**config.mk**
```make
export PLATFORM = sky130hd
export DESIGN_NAME = simon_sequence_player_flat
export DESIGN_NICKNAME = d
export VERILOG_FILES = /design/src/rtl/simon_sequence_player_pkg.sv /design/src/rtl/simon_sequence_player_if.sv /design/src/rtl/simon_sequence_player_lfsr8.sv /design/src/rtl/simon_sequence_player.sv /design/src/flat_wrapper.sv
export SDC_FILE = /design/constraint.sdc
export NUM_CORES = 1
export LEC_CHECK = 0
export CAP_MARGIN = 20
export CORE_MARGIN = 2
export CORE_UTILIZATION = 39
export CTS_CLUSTER_DIAMETER = 120
export DETAILED_ROUTE_END_ITERATION = 12
export SYNTH_ARGS = -nofsm -noshare
export SYNTH_HDL_FRONTEND = slang
export SYNTH_SLANG_ARGS = --single-unit
export TNS_END_PERCENT = 10
```
**constraint.sdc**
```tcl
create_clock -name clk -period 2.2 [get_ports clk]
set_input_delay 0.44 -clock clk [delete_from_list [all_inputs] [get_ports clk]]
set_output_delay 0.44 -clock clk [all_outputs]
set_load 0.005 [all_outputs]
```
**src/rtl/simon_sequence_player_pkg.sv**
```systemverilog
// Shared colour codes, FSM state encoding and the LFSR step used by the
// Simon sequence player.
package simon_pkg;

    localparam logic [1:0] COL_RED    = 2'b00;
    localparam logic [1:0] COL_BLUE   = 2'b01;
    localparam logic [1:0] COL_YELLOW = 2'b10;
    localparam logic [1:0] COL_GREEN  = 2'b11;

    typedef enum logic [2:0] {
        IDLE,
        APPEND,
        ON,
        OFF,
        DONE
    } state_t;

    // Fibonacci step for x^8+x^6+x^5+x^4+1.
    function automatic logic [7:0] lfsr_next(input logic [7:0] l);
        return {l[6:0], l[7] ^ l[5] ^ l[4] ^ l[3]};
    endfunction

endpackage

```
**src/rtl/simon_sequence_player_if.sv**
```systemverilog
// Control, playback and read-port signals between the sequence player
// (slave) and the game logic that drives it (master).
interface simon_sequence_player_if #(
    parameter int MAX_LEN = 16
) ();
    localparam int LEN_W = $clog2(MAX_LEN + 1);
    localparam int IDX_W = $clog2(MAX_LEN);

    logic             start;
    logic             clear;
    logic [1:0]       colour_out;
    logic             colour_valid;
    logic             busy;
    logic             done;
    logic             full;
    logic [LEN_W-1:0] seq_len;
    logic [IDX_W-1:0] rd_idx;
    logic [1:0]       rd_colour;

    modport master (
        output start, clear, rd_idx,
        input  colour_out, colour_valid, busy, done, full, seq_len, rd_colour
    );

    modport slave (
        input  start, clear, rd_idx,
        output colour_out, colour_valid, busy, done, full, seq_len, rd_colour
    );

endinterface

```
**src/rtl/simon_sequence_player_lfsr8.sv**
```systemverilog
// Free-running 8-bit LFSR; the player samples its low bits whenever a new
// colour is appended, so press timing decides the colour.
module lfsr8
    import simon_pkg::*;
#(
    parameter logic [7:0] SEED = 8'hA5
) (
    input  logic       clk,
    input  logic       rst,
    output logic [7:0] q
);

    always_ff @(posedge clk or posedge rst) begin
        if (rst) begin
            q <= SEED;
        end else begin
            q <= lfsr_next(q);
        end
    end

endmodule

```
**src/rtl/simon_sequence_player.sv**
```systemverilog
// Simon colour sequence player: appends one random colour per round and
// replays the stored sequence as timed ON/OFF flashes.
module simon_sequence_player
    import simon_pkg::*;
#(
    parameter int         MAX_LEN   = 16,
    parameter int         ON_TICKS  = 4,
    parameter int         OFF_TICKS = 2,
    parameter logic [7:0] LFSR_SEED = 8'hA5
) (
    input  logic                    clk,
    input  logic                    rst,
    simon_sequence_player_if.slave  bus
);

    localparam int LEN_W    = $clog2(MAX_LEN + 1);
    localparam int IDX_W    = $clog2(MAX_LEN);
    localparam int TICK_MAX = (ON_TICKS > OFF_TICKS) ? ON_TICKS : OFF_TICKS;
    localparam int TICK_W   = $clog2(TICK_MAX + 1);

    state_t            state_q, state_d;
    logic [IDX_W-1:0]  idx_q, idx_d;
    logic [TICK_W-1:0] tick_q, tick_d;
    logic [LEN_W-1:0]  seq_len_q, seq_len_d;
    logic [1:0]        mem_q [MAX_LEN];
    logic [7:0]        lfsr_q;
    logic              wr_en;
    logic              full_w;
    logic              last_w;
    logic              unused_lfsr_bits;

    lfsr8 #(.SEED(LFSR_SEED)) u_lfsr (
        .clk (clk),
        .rst (rst),
        .q   (lfsr_q)
    );

    assign unused_lfsr_bits = ^lfsr_q[7:2];
    assign full_w = (seq_len_q == LEN_W'(MAX_LEN));
    assign last_w = (LEN_W'(idx_q) == seq_len_q - LEN_W'(1));

    always_ff @(posedge clk or posedge rst) begin
        if (rst) begin
            state_q   <= IDLE;
            idx_q     <= '0;
            tick_q    <= '0;
            seq_len_q <= '0;
        end else begin
            state_q   <= state_d;
            idx_q     <= idx_d;
            tick_q    <= tick_d;
            seq_len_q <= seq_len_d;
        end
    end

    always_comb begin
        state_d   = state_q;
        idx_d     = idx_q;
        tick_d    = tick_q;
        seq_len_d = seq_len_q;
        wr_en     = 1'b0;
        if (bus.clear) begin
            state_d   = IDLE;
            idx_d     = '0;
            tick_d    = '0;
            seq_len_d = '0;
        end else begin
            case (state_q)
                IDLE: begin
                    if (bus.start) state_d = APPEND;
                end
                APPEND: begin
                    // A full sequence is replayed without growing.
                    if (!full_w) begin
                        wr_en     = 1'b1;
                        seq_len_d = seq_len_q + LEN_W'(1);
                    end
                    idx_d   = '0;
                    tick_d  = '0;
                    state_d = ON;
                end
                ON: begin
                    if (tick_q == TICK_W'(ON_TICKS - 1)) begin
                        tick_d  = '0;
                        state_d = OFF;
                    end else begin
                        tick_d = tick_q + TICK_W'(1);
                    end
                end
                OFF: begin
                    if (tick_q == TICK_W'(OFF_TICKS - 1)) begin
                        tick_d = '0;
                        if (last_w) begin
                            state_d = DONE;
                        end else begin
                            idx_d   = idx_q + IDX_W'(1);
                            state_d = ON;
                        end
                    end else begin
                        tick_d = tick_q + TICK_W'(1);
                    end
                end
                DONE:    state_d = IDLE;
                default: state_d = IDLE;
            endcase
        end
    end

    // Storage needs no reset: entries at or beyond seq_len are never shown.
    always_ff @(posedge clk) begin
        if (wr_en) begin
            mem_q[seq_len_q[IDX_W-1:0]] <= lfsr_q[1:0];
        end
    end

    assign bus.busy         = (state_q != IDLE);
    assign bus.done         = (state_q == DONE);
    assign bus.colour_valid = (state_q == ON);
    assign bus.colour_out   = (state_q == ON) ? mem_q[idx_q] : COL_RED;
    assign bus.full         = full_w;
    assign bus.seq_len      = seq_len_q;
    assign bus.rd_colour    = (LEN_W'(bus.rd_idx) < seq_len_q) ? mem_q[bus.rd_idx] : COL_RED;

endmodule
```
**src/flat_wrapper.sv**
```systemverilog
// flat-port wrapper written by rule: the top's interface ports become plain ports
module simon_sequence_player_flat import simon_pkg::*;
#(
    parameter int         MAX_LEN   = 16,
    parameter int         ON_TICKS  = 4,
    parameter int         OFF_TICKS = 2,
    parameter logic [7:0] LFSR_SEED = 8'hA5
)
  (clk, rst, bus_start, bus_clear, bus_rd_idx, bus_colour_out, bus_colour_valid, bus_busy, bus_done, bus_full, bus_seq_len, bus_rd_colour);
  simon_sequence_player_if #(.MAX_LEN(MAX_LEN)) bus_i ();
  input  logic clk;
  input  logic rst;
  input wire logic [$bits(bus_i.start)-1:0] bus_start;
  input wire logic [$bits(bus_i.clear)-1:0] bus_clear;
  input wire logic [$bits(bus_i.rd_idx)-1:0] bus_rd_idx;
  output wire logic [$bits(bus_i.colour_out)-1:0] bus_colour_out;
  output wire logic [$bits(bus_i.colour_valid)-1:0] bus_colour_valid;
  output wire logic [$bits(bus_i.busy)-1:0] bus_busy;
  output wire logic [$bits(bus_i.done)-1:0] bus_done;
  output wire logic [$bits(bus_i.full)-1:0] bus_full;
  output wire logic [$bits(bus_i.seq_len)-1:0] bus_seq_len;
  output wire logic [$bits(bus_i.rd_colour)-1:0] bus_rd_colour;
  assign bus_i.start = bus_start;
  assign bus_i.clear = bus_clear;
  assign bus_i.rd_idx = bus_rd_idx;
  assign bus_colour_out = bus_i.colour_out;
  assign bus_colour_valid = bus_i.colour_valid;
  assign bus_busy = bus_i.busy;
  assign bus_done = bus_i.done;
  assign bus_full = bus_i.full;
  assign bus_seq_len = bus_i.seq_len;
  assign bus_rd_colour = bus_i.rd_colour;
  simon_sequence_player #(.MAX_LEN(MAX_LEN), .ON_TICKS(ON_TICKS), .OFF_TICKS(OFF_TICKS), .LFSR_SEED(LFSR_SEED)) u_core (.clk(clk), .rst(rst), .bus(bus_i));
endmodule
```
**Yosys cells after proc, flatten, opt, wreduce, memory -nomap -nowiden**

Memories as Yosys holds them, arrays and structs flattened.
Index checks and enable logic that the tools add are counted.
Widths: inputs -> output; s select.

- Flip-flop bits (word level): 23
- Memory bits (writable): 32
- Memories: 1
- Logic and storage cells: 59

Memories:

| memory | words | width | read ports | clocked after memory_dff | write ports | line | source |
|---|---|---|---|---|---|---|---|
| u_core.mem_q | 16 | 2 | 2 | 0 | 1 | simon_sequence_player.sv:25 | `logic [1:0] mem_q [MAX_LEN];` |

- Mux-type cells: 24
- Order comparisons: 1
- Bitwise gates (word level): 3
- Equal/unequal tests: 13
- Add/sub/neg operators: 4
- Reductions and logical operators: 8

Operators with widths:

| kind | count |
|---|---|
| $mux 3 | 8 |
| $mux 5 | 3 |
| $mux 4 | 3 |
| $pmux 3 s4 | 1 |
| $eq 3x2->1 const B | 3 |
| $pmux 3 s3 | 1 |
| $pmux 4 s2 | 1 |
| $eq 3x1->1 const B | 2 |
| $ne 3x2->1 const B | 2 |
| $ne 3x3->1 const B | 2 |
| $reduce_and 3->1 | 2 |
| $reduce_bool 3->1 | 2 |
| $add 5x1->5 const B | 1 |
| $eq 4x5->1 | 1 |
| $eq 5x5->1 const B | 1 |
| $lt 4x5->1 | 1 |
| $mux 1 | 5 |
| $sub 5x1->5 const B | 1 |
| $add 4x1->4 const B | 1 |
| $mux 2 | 2 |
| $reduce_bool 4->1 | 1 |
| $add 3x1->3 const B | 1 |
| $eq 3x3->1 const B | 1 |
| $logic_not 3->1 | 1 |
| 4 further kinds | 6 |

**Longest topological paths before layout**

Gate-level depths: netlist (run 1).

- Word-level depth: 6
- Depth in mapped cells: 7

**Hierarchy**

From an unflattened synthesis (run 1), not the netlist that was laid out.

- Cell total of the unflattened synthesis: 234
- Area total of the unflattened synthesis: 2,985.4 µm²

By module, submodules not included:

| module | area each (µm²) | times used | seq. area each (µm²) | cells an instance |
|---|---|---|---|---|
| simon_sequence_player | 2,750.1 | 1 | 1,336.3 | 222 |
| lfsr8 | 235.2 | 1 | 205.2 | 12 |

**Least setup slack after synthesis (run 1)**

No wires, ideal clock.

- Path type: input-to-output
- Start point: input bus_rd_idx[0]
- End point: output bus_rd_colour[0]
- Stages: 4
- Arrival: 1,783 ps
- Setup slack: -23 ps
- Path buffers: 1
- Cells stage by stage: buf_2 > mux4_2 > mux4_2 > a21boi_1

- Longest elaborated chain between the ends: 2
- Elaborated cells between the ends (all ways): 3
- Classes of those cells: order compare (1); mux (1); memory (1)

RTL lines:

| element | line | source |
|---|---|---|
| start, declared | flat_wrapper.sv:15 | `input wire logic [$bits(bus_i.rd_idx)-1:0] bus_rd_idx;` |
| $mem_v2 16x2 or $lt 4x5->1 (tied branches) | n/a |  |
| $mux 2 * | simon_sequence_player.sv:122 | `assign bus.rd_colour = (LEN_W'(bus.rd_idx) < seq_len_q) ? mem_q[bus.rd_idx] : COL_RED;` |
| end, declared | flat_wrapper.sv:22 | `output wire logic [$bits(bus_i.rd_colour)-1:0] bus_rd_colour;` |

Every way passes the cells marked *; elsewhere a longest branch is shown, timed or not.

**Final worst setup path (run 1)**

- Start point: register u_core.idx_q[0]
- End point: output bus_colour_out[1]

- Longest elaborated chain between the ends: 2

RTL lines:

| element | line | source |
|---|---|---|
| start, declared | simon_sequence_player.sv:22 | `logic [IDX_W-1:0] idx_q, idx_d;` |
| start signal, assigned | simon_sequence_player.sv:50 | `idx_q <= idx_d;` |
| $mem_v2 16x2 | n/a |  |
| $mux 2 | simon_sequence_player.sv:119 | `assign bus.colour_out = (state_q == ON) ? mem_q[idx_q] : COL_RED;` |
| end, declared | flat_wrapper.sv:16 | `output wire logic [$bits(bus_i.colour_out)-1:0] bus_colour_out;` |

Every way passes these cells.

==> summary.md, run 1 <==
| Metric | Value |
|---|---|
| Crit share post-route | `115.3%` |
| Total track usage | `16.38%` |
| Die W | `91.07 µm` |
| Synth Area in Simple Gates | `a little over an eighth` |
| Final setup fails | `4` |
| Crit Path Class | `register to output pin` |
| Count of cell types in the netlist | `between 40 and 50` |
| Share of flip-flops with an asynchronous set or reset | `around two fifths` |
| Fraction of layout cells with a size suffix above 1 | `between 30 and 40%` |
| Slew HR | `approximately 61%` |
| Crit end category | `output pin` |
| Hold_buf cts | `0` |
| Die H | `roughly 90 µm` |
| Fmax | `between 300 and 400 MHz` |
| Post-detail-place hpwl | `4981 µm` |
| Mapped Cells | `224` |
| Drt initial violations | `101` |
| Main synth FF type | `edfxtp_1` |
| Power Total | `approximately 0.0021 W` |
| Peak supply drop | `between 0.0002 and 0.0003 V` |
| Largest family of logic cells by synthesized area | `multiplexers` |
| Initial antenna violation count | `0` |
| CP max FO | `8` |
| Insertion delay to the later sink of the worst-skew pair | `between 300 and 400 ps` |
| Slew Limit Fails | `0` |
| Die footprint | `0.008294 mm²` |
| Register clock-pin slew on the reported worst setup and hold paths | `100 ps` |
| Clock sink count | `55` |
| XOR/XNOR Fraction of Synth Area | `under 10%` |
| Internal | `about 0.0016 W` |
| CTS max path bufs | `2` |
| Top cells by area, synth | `edfxtp_1 (33%), dfrtp_1 (16%), mux4_2 (13%)` |
| Flops & latches, synth | `55` |
| Routed length per placed instance | `approximately 17 µm` |
| Synth top area share | `32.50%` |
| DR vias/cell | `roughly 5.2` |
| Leakage Power | `between 1 and 1.5 nW` |
| Total length of routed wires | `roughly 6500 µm` |
| Cell area after layout | `between 0.003 and 0.004 mm²` |
| Switching Fraction | `23.52%` |
| RSZ-0062 raised after global routing | `true` |
| Hold Vio Cnt, Final | `0` |
| Syn nets | `between 200 and 250` |
| CTS tree | `done` |
| DR pass1 iterations | `4` |
| Ant. Diodes | `0` |
| Comb pwr share | `~15%` |
| Detail Route Antenna Nets | `0` |
| Post-route setup slack | `-337.1 ps` |
| Post-synthesis sequential area ratio | `roughly 52%` |
| First-pass GRT wire length | `around 10000 µm` |
| Clock share of power | `32.2%` |
| Root Buffer | `clkbuf_8` |
| Register share of total power | `a little over half` |
| Post-synthesis mux area share | `17.69%` |
| Post-synth EDFFs | `32` |
| Area share of fa/ha/maj cells after synthesis | `under 10%` |
| Site row count | `31` |
| Fin nets | `~300` |
| Max_cap viols | `0` |
| Residual DRC | `0` |
| Synth cell count leaders | `edfxtp_1 (32), nor2_1 (26), dfrtp_1 (19)` |
| Failing checks | `negative setup slack` |
| Yosys warnings | `0` |
| P_sw | `between 0.0004 and 0.0005 W` |
| Min Tclk post-route | `~2500 ps` |
| Core ar. | `0.007292 mm²` |
| Io pins | `21` |
| Starting Density | `between 40% and 50%` |
| Tightest Hold Check Type | `register to register` |
| Vias in the first global route | `1930` |
| Worst-margin pin slew | `578.5 ps` |
| Compound-Gate Fraction of Synth Area | `5.163%` |
| CTS buffer count | `5` |
| Placed inst area | `0.003477 mm²` |
| Outcome | `finished with violations` |
| Critical Path AT | `about 2100 ps` |
| Hold_ws | `approximately 360 ps` |
| Pin count of the biggest net entering global routing | `24` |
| Req. time, crit path | `between 1500 and 2000 ps` |
| Setup tns final | `-1276 ps` |
| Layout Skew | `approximately 13 ps` |
| Post-Syn Area | `roughly 0.0030 mm²` |
| Buffers on Ports | `20` |
| CP startpoint kind | `register` |
| Htree depth | `2` |
| Most numerous cell in the Yosys netlist | `edfxtp_1` |
| Area grow syn2layout | `24.21%` |
| GR Overflow Total | `0` |
| Avg Synthesized Cell Area | `roughly 13 µm²` |
| Power density over the cells | `approximately 570 mW/mm²` |
| Top cell type by total area after synthesis | `edfxtp_1` |
| Via Count | `1973` |
| RePlAce Congestion | `0.7954` |
==> cells in the final DEF, fill, tap and decap left out, types with 3 or more instances in the layout <==
master / instances
mux4_2: 20
clkdlybuf4s50_1: 12
xnor2_1: 8
edfxtp_1: 32
or3_1: 4
mux2i_1: 5
buf_4: 32
nand2_1: 16
ha_1: 12
nor3_1: 8
nor2_1: 26
inv_1: 11
a21oi_1: 3
a21o_1: 4
dfrtp_2: 4
dfstp_2: 4
clkbuf_8: 5
buf_12: 3
xor2_1: 3
dfrtp_1: 15
==> power groups by stage <==
stage	Sequential (W)	Clock, W	Combinational [W]
finish	0.00112	0.000677	0.000308
global route	0.00112	0.000736	0.000338
CTS	0.00112	0.000689	0.000307
detailed placement	0.00114	0	0.000295
global placement	0.00114	0	0.000292
floorplan	0.00113	0	0.000169
==> layout make-up <==
type / count / area, µm²
Sequential cell: 55 / 1546
Timing Repair Buffer: 55 / 496.7
Tap cell: 99 / 123.9
Clock buffer: 5 / 68.82
Multi-Input combinational cell: 147 / 1341
Inverter: 13 / 48.80
Clock inverter: 3 / 46.29
Fill cell: 686 / 3620
==> path summary, 6_finish.rpt <==
check	startpoint	end	slack (ps)	cells past startpoint
max	u_core.idx_q[0]$_DFFE_PP0P_	bus_colour_out[1]	-340	5
min	u_core.u_lfsr.q[6]$_DFF_PP0_	u_core.u_lfsr.q[7]$_DFF_PP1_	360	0
max reg2reg	u_core.bus.seq_len[1]$_DFFE_PP0P_	u_core.idx_q[0]$_DFFE_PP0P_	130	8
min reg2reg	u_core.u_lfsr.q[6]$_DFF_PP0_	u_core.u_lfsr.q[7]$_DFF_PP1_	360	0
max in group asynchronous	rst	u_core.u_lfsr.q[0]$_DFF_PP1_	1430	3
min in group asynchronous	rst	u_core.tick_q[0]$_DFFE_PP0P_	460	3
==> worst max-delay path, stage by stage, from the launching register on <==
cell,delay (ps)
dfrtp_2,400
buf_12,140
mux4_2,510
mux4_2,470
and2_4,150
buf_6,100
==> sequential cells by signal, indices dropped and copies added, names as in the netlist <==
register / flops
u_core.tick_q: 3
u_core.idx_q: 4
u_core.mem_q: 32
u_core.state_q: 3
u_core.bus.seq_len: 5
u_core.u_lfsr.q: 8
==> metal layers <==
metal | part of all wire, % | vias to the layer above | track usage (%)
met5 | 0 | - | 0
met4 | 1.2 | 0 | 3.788
met3 | 2.7 | 7 | 2.656
met2 | 46 | 29 | 24.94
met1 | 50 | 1011 | 24.73
li1 | - | 926 | -
==> cells by family (layout without fill, tap and decap cells) <==
family / after synthesis / after routing
and+or+nand+nor: 76 / 76
DFF: 55 / 55
muxes: 26 / 26
buffers and inverters: 22 / 76
AOI/OAI and AO/OA: 21 / 21
adders and majority gates: 13 / 13
xor gates and xnor gates: 11 / 11
==> stage by stage <==
stage | utilization, % | cells | setup WS, ps
floorplan | - | 224 | 30.59
global placement | 47.68 | 363 | -886.1
detailed placement | 47.68 | 363 | -897.5
CTS | 50.00 | 377 | -332.4
global route | 50.36 | 377 | -396.4
finish | 50.36 | 377 | -337.1
==> repair_timing <==
action	CTS	global route
gates resized for setup	36	7
buffers inserted	6	0
endpoints found under the setup margin	15	22
hold endpoints to repair	0	0
pin swaps	3	0
Note: power is estimated with default switching activity, not from simulation.
==> run 2: changes to the inputs <==
--- a/config.mk
+++ b/config.mk
@@ -8,6 +8,7 @@
 export CAP_MARGIN = 20
 export CORE_MARGIN = 2
 export CORE_UTILIZATION = 39
+export CTS_BUF_LIST = sky130_fd_sc_hd__clkbuf_8 sky130_fd_sc_hd__clkbuf_16
 export CTS_CLUSTER_DIAMETER = 120
 export DETAILED_ROUTE_END_ITERATION = 12
 export SYNTH_ARGS = -nofsm -noshare
==> results of run 2 <==
Final layout, timing and power as in run 1 (identical DEF).
